==> config.mk <==
export PLATFORM = sky130hd
export DESIGN_NAME = pc_gen
export DESIGN_NICKNAME = d
export VERILOG_FILES = /design/src/rtl/pc_pkg.sv /design/src/rtl/pc_gen_ras.sv /design/src/rtl/pc_gen.sv
export SDC_FILE = /design/constraint.sdc
export NUM_CORES = 1
export LEC_CHECK = 0
export CAP_MARGIN = 30
export CORE_MARGIN = 5
export CORE_UTILIZATION = 45
export CTS_CLUSTER_SIZE = 30
export DETAILED_ROUTE_END_ITERATION = 8
export GPL_ROUTABILITY_DRIVEN = 0
export PLACE_DENSITY = 0.7
export SLEW_MARGIN = 20
export SYNTH_ARGS = -nofsm -noshare
export SYNTH_HDL_FRONTEND = slang
export SYNTH_HIERARCHICAL = 1
export SYNTH_SLANG_ARGS = --single-unit
==> constraint.sdc <==
create_clock -name clk -period 5.75 [get_ports clk]
set_clock_uncertainty 0.1 [all_clocks]
set_input_delay 1.15 -clock clk [delete_from_list [all_inputs] [get_ports clk]]
set_output_delay 1.15 -clock clk [all_outputs]
set_load 0.005 [all_outputs]
==> src/rtl/pc_pkg.sv <==
// Shared types and constants for the fetch-stage program-counter generator.
package pc_pkg;

    typedef enum logic [2:0] {
        PC_SEQ,
        PC_HOLD,
        PC_REDIRECT,
        PC_TRAP,
        PC_RET
    } pc_sel_e;

    localparam int INSTR_BYTES = 4;

endpackage

==> src/rtl/pc_gen_ras.sv <==
// Circular return-address stack: push/pop take effect on the clock edge, top/empty are combinational.
// A push when full overwrites the oldest entry; push+pop replaces the top in place.
module ras
    import pc_pkg::*;
#(
    parameter int XLEN      = 32,
    parameter int RAS_DEPTH = 4
) (
    input  logic            clk,
    input  logic            reset,
    input  logic            clear,
    input  logic            push,
    input  logic            pop,
    input  logic [XLEN-1:0] push_data,
    output logic [XLEN-1:0] top,
    output logic            empty
);

    localparam int PW = $clog2(RAS_DEPTH);
    localparam int CW = PW + 1;

    logic [XLEN-1:0] mem [RAS_DEPTH];
    logic [PW-1:0]   ptr;
    logic [CW-1:0]   count;
    logic            do_pop;
    logic [PW-1:0]   wr_idx;

    assign empty  = (count == '0);
    assign do_pop = pop && !empty;
    assign top    = mem[ptr];
    // A simultaneous pop frees the top slot, so the push lands there instead of above it.
    assign wr_idx = do_pop ? ptr : ptr + PW'(1);

    always_ff @(posedge clk or posedge reset) begin
        if (reset) begin
            ptr   <= '0;
            count <= '0;
        end else if (clear) begin
            count <= '0;
        end else if (push && !do_pop) begin
            ptr <= ptr + PW'(1);
            if (count != CW'(RAS_DEPTH))
                count <= count + CW'(1);
        end else if (do_pop && !push) begin
            ptr   <= ptr - PW'(1);
            count <= count - CW'(1);
        end
    end

    always_ff @(posedge clk) begin
        if (!reset && !clear && push)
            mem[wr_idx] <= push_data;
    end

endmodule

==> src/rtl/pc_gen.sv <==
// Fetch PC register with trap/redirect/stall/return-prediction/sequential select and a return-address stack.
// One-cycle latency from inputs to pc; stall holds pc and suppresses call/return side effects.
module pc_gen
    import pc_pkg::*;
#(
    parameter int              XLEN         = 32,
    parameter logic [XLEN-1:0] RESET_VECTOR = '0,
    parameter int              RAS_DEPTH    = 4
) (
    input  logic            clk,
    input  logic            reset,
    input  logic            stall,
    input  logic            redirect_valid,
    input  logic [XLEN-1:0] redirect_target,
    input  logic            trap_valid,
    input  logic [XLEN-1:0] trap_vector,
    input  logic            call_valid,
    input  logic            ret_valid,
    output logic [XLEN-1:0] pc,
    output logic [XLEN-1:0] pc_plus4,
    output logic            pc_valid,
    output logic            misalign_err,
    output logic            ras_empty
);

    pc_sel_e         sel;
    logic [XLEN-1:0] pc_next;
    logic [XLEN-1:0] ras_top;
    logic            misalign;
    logic            ras_push;
    logic            ras_pop;
    logic            ras_clear;

    assign pc_plus4 = pc + XLEN'(INSTR_BYTES);

    always_comb begin
        sel       = PC_SEQ;
        misalign  = 1'b0;
        ras_push  = 1'b0;
        ras_pop   = 1'b0;
        ras_clear = 1'b0;
        // The first edge after reset only validates the reset vector.
        if (!pc_valid) begin
            sel = PC_HOLD;
        end else if (trap_valid) begin
            sel       = PC_TRAP;
            ras_clear = 1'b1;
        end else if (redirect_valid) begin
            if (redirect_target[1:0] == 2'b00) begin
                sel = PC_REDIRECT;
            end else begin
                sel      = PC_HOLD;
                misalign = 1'b1;
            end
        end else if (stall) begin
            sel = PC_HOLD;
        end else begin
            ras_push = call_valid;
            ras_pop  = ret_valid && !ras_empty;
            sel      = ras_pop ? PC_RET : PC_SEQ;
        end
    end

    always_comb begin
        pc_next = pc_plus4;
        case (sel)
            PC_SEQ:      pc_next = pc_plus4;
            PC_HOLD:     pc_next = pc;
            PC_REDIRECT: pc_next = redirect_target;
            PC_TRAP:     pc_next = trap_vector;
            PC_RET:      pc_next = ras_top;
            default:     pc_next = pc_plus4;
        endcase
    end

    always_ff @(posedge clk or posedge reset) begin
        if (reset) begin
            pc           <= RESET_VECTOR;
            pc_valid     <= 1'b0;
            misalign_err <= 1'b0;
        end else begin
            pc           <= pc_next;
            pc_valid     <= 1'b1;
            misalign_err <= misalign;
        end
    end

    ras #(
        .XLEN      (XLEN),
        .RAS_DEPTH (RAS_DEPTH)
    ) u_ras (
        .clk       (clk),
        .reset     (reset),
        .clear     (ras_clear),
        .push      (ras_push),
        .pop       (ras_pop),
        .push_data (pc_plus4),
        .top       (ras_top),
        .empty     (ras_empty)
    );

endmodule
==> reports/metrics.cfg <==
[status]
status = finished, violations left
violations = design-rule violations

[global_route]
grt_pass1_vias = 5645
grt_remaining_overflow = 0
grt_usage = 0.216
grt_max_degree = 40
antenna_found_initial = 0
grt_pass1_wl_um = 32800

[routing]
wirelength_um = 21000
drtAntennaViolNets = 0
drc = 4
drt_iter0_markers = 489
viasPerCell = 6.07
wire_per_inst_um = 23.4
vias = 5443
drtPass1Iterations = 9

[logic_synthesis]
synthArstFlopShare = 0.234
synth_top_area_cell = edfxtp_1
synth_warnings = 6
syn_nets = 601
synth_seq_area_share = 0.624
ys.flop_type = edfxtp_1
syn-cell-area_sq_um = 7720
yosysMostFrequentCell = edfxtp_1
synth_cells = 525
ys_top_cells_by_area = edfxtp_1 (50%), dfrtp_1 (13%), mux4_2 (9.3%)
ys_ff_latch = 167
synth_edf_count = 128
ys_top_cells_by_count = edfxtp_1 (128), dfrtp_1 (39), mux4_2 (32)
ys_types = 52
syn_area_per_cell_sq_um = 14.7
yosysTopAreaCellShare = 0.498

[pwr]
power_density_nw_per_um2 = 331
share_comb_of_total_power = 0.224
p_seq_frac = 0.458
ir_worst_vdd_mv = 0.213
p_leak_nw = 3.34
p_int_mw = 2.39
clkPwrFrac = 0.318
switchingPower_mw = 0.887
swShare = 0.271

[critical_path]
startpoint_type = register
slowest_stage = nor2_1
reg2reg_to = u_ras/mem[0][30]
critical_path.endpoint = pc_plus4[31]
worst_ep_arrival_time_ps = 3320
critical_path.startpoint = pc[15]
crit_path_end_kind = output port
r2r_setup_slack_ps = 2380
rr_startpoint = pc_valid
path_max_fanout = 12
critical_path_class = register to output port
slowest_delay_ps = 760
cp.required_ps = 4500
ff2ff_path_depth = 6
crit_chain = nand3_1, nor2_1, nand4_1, xnor2_1, clkdlybuf4s50_1

[placement]
place_hpwl_um = 14000
placed_area_sq_um = 9360
io_buffer_count = 137

[final_layout]
regArea_sq_um = 4820
drive_gt1_frac = 0.140
num-fill-cells = 1352
final_nets = 734
design_area_sq_um = 9910
area_growth_pct = 28.3
multi_input_area_sq_um = 2720
antenna_cells = 0

[cts]
numClockSinks = 167
path_clk_slew_ps = 60
cts_tree = done
cts_resized = 0
h-tree-depth = 4
clockBufferDepth = 2
cts_hold_buffers = 0
cts_setup_buffers = 0
root_buffer = clkbuf_16
cts_made_buffers = 17
worstSkewPairLatency_ps = 420

[timing]
worst_slew_pin_slew_ps = 988
max_freq_mhz = 219
max_slew_margin = 0.341
hold_viol = 0
rsz0062_at_grt = false
fin_setup_tns_ps = 0
min_period_ps = 4570
post-route-period-util = 0.795
setup_viol = 0
slew_viol_final = 0

[floorplan]
initial_core_util = 0.453
io_pins = 138
die_area_sq_um = 19900
row_count = 48
core_sq_um = 17100
dieHeight_um = 141
die_x_um = 141

[min_path]
hp-class = register to register

[job]
drv_cap = 0

[power by group through the flow]
stage	Combinational, mW	Sequential [mW]	Clock (mW)
2_1_floorplan	0.453	1.46	0
3_3_place_gp	0.721	1.52	0
3_5_place_dp	0.733	1.52	0
4_1_cts	0.739	1.50	1.06
5_1_grt	0.787	1.51	1.11
6_report	0.732	1.50	1.04
[registers in the layout, indices dropped and copies added (netlist names)]
name and flops:
pc 32, pc_valid 1, misalign_err 1, u_ras/ptr 2, u_ras/count 3, u_ras/mem 128
[worst min path at each step]
stage / start / to / slack, ps / cells after the start
global route: pc[11] / pc[11] / 540 / 1
CTS: pc[17] / pc[17] / 490 / 1
global placement: pc[11] / pc[11] / 460 / 1
finish: pc[17] / pc[17] / 490 / 1
floorplan: pc[0] / u_ras/mem[0][0] / 440 / 0
detailed placement: pc[17] / pc[17] / 480 / 1
[metal layers]
| metal | global-route usage | vias to the layer above | routed length (um) |
|---|---|---|---|
| met1 | 0.299 | 2759 | 8660 |
| met5 | 0 | - | 0 |
| met4 | 0.0586 | 0 | 382 |
| li1 | - | 2380 | - |
| met3 | 0.0577 | 26 | 1690 |
| met2 | 0.340 | 278 | 10200 |
[stage by stage]
stage / power, mW / worst slack, ps / hold slack (ps) / utilization / cells
floorplan: 1.92 / 963 / 440 / - / 525
global placement: 2.24 / 1500 / 462 / 0.547 / 860
detailed placement: 2.26 / 1450 / 476 / 0.549 / 863
CTS: 3.30 / 1170 / 488 / 0.580 / 895
global route: 3.41 / 921 / 537 / 0.581 / 896
finish: 3.28 / 1180 / 494 / 0.581 / 896
[worst max-delay path: cells and delay by family (launching register included)]
family	cells	cell delay (ps)
xor+xnor	1	460
simple gates	3	1290
flops	1	540
buf+inv	1	600
[placed cells by master, fill, tap and decap left out, drive strengths merged, types with 12 or more instances in the layout]
cell           instances
buf                   14
nand2                 24
nand4                 12
nand3                 25
edfxtp               128
dfrtp                 39
nor2                  21
mux4                  32
clkbuf                22
o21ai                 22
xnor2                 24
clkdlybuf4s50        137
inv                   14
a222oi                25
nor3                  12
[final cells by class]
class | instances | share of cell area
clock buffers | 22 | 0.0458
repair buffers | 151 | 0.151
clock inverters | 10 | 0.00821
multi-input cells | 307 | 0.275
inverters | 14 | 0.00530
flip-flops and latches | 167 | 0.487
well taps | 225 | 0.0284
[cells by family (layout without fill, tap and decap cells)]
kind of cell / count (synthesis) / in the layout / share of synthesized area
adder cells (fa/ha/maj): 5 / 5 / 0.00810
XOR/XNOR: 34 / 34 / 0.0385
other: 1 / 1 / 0.000485
AO/OA/AOI/OAI: 104 / 104 / 0.105
flip-flops: 167 / 167 / 0.624
buffers and inverters: 51 / 197 / 0.0301
AND/OR/NAND/NOR: 129 / 129 / 0.0975
multiplexers: 34 / 34 / 0.0959
Power figures use the tool's default switching activity.
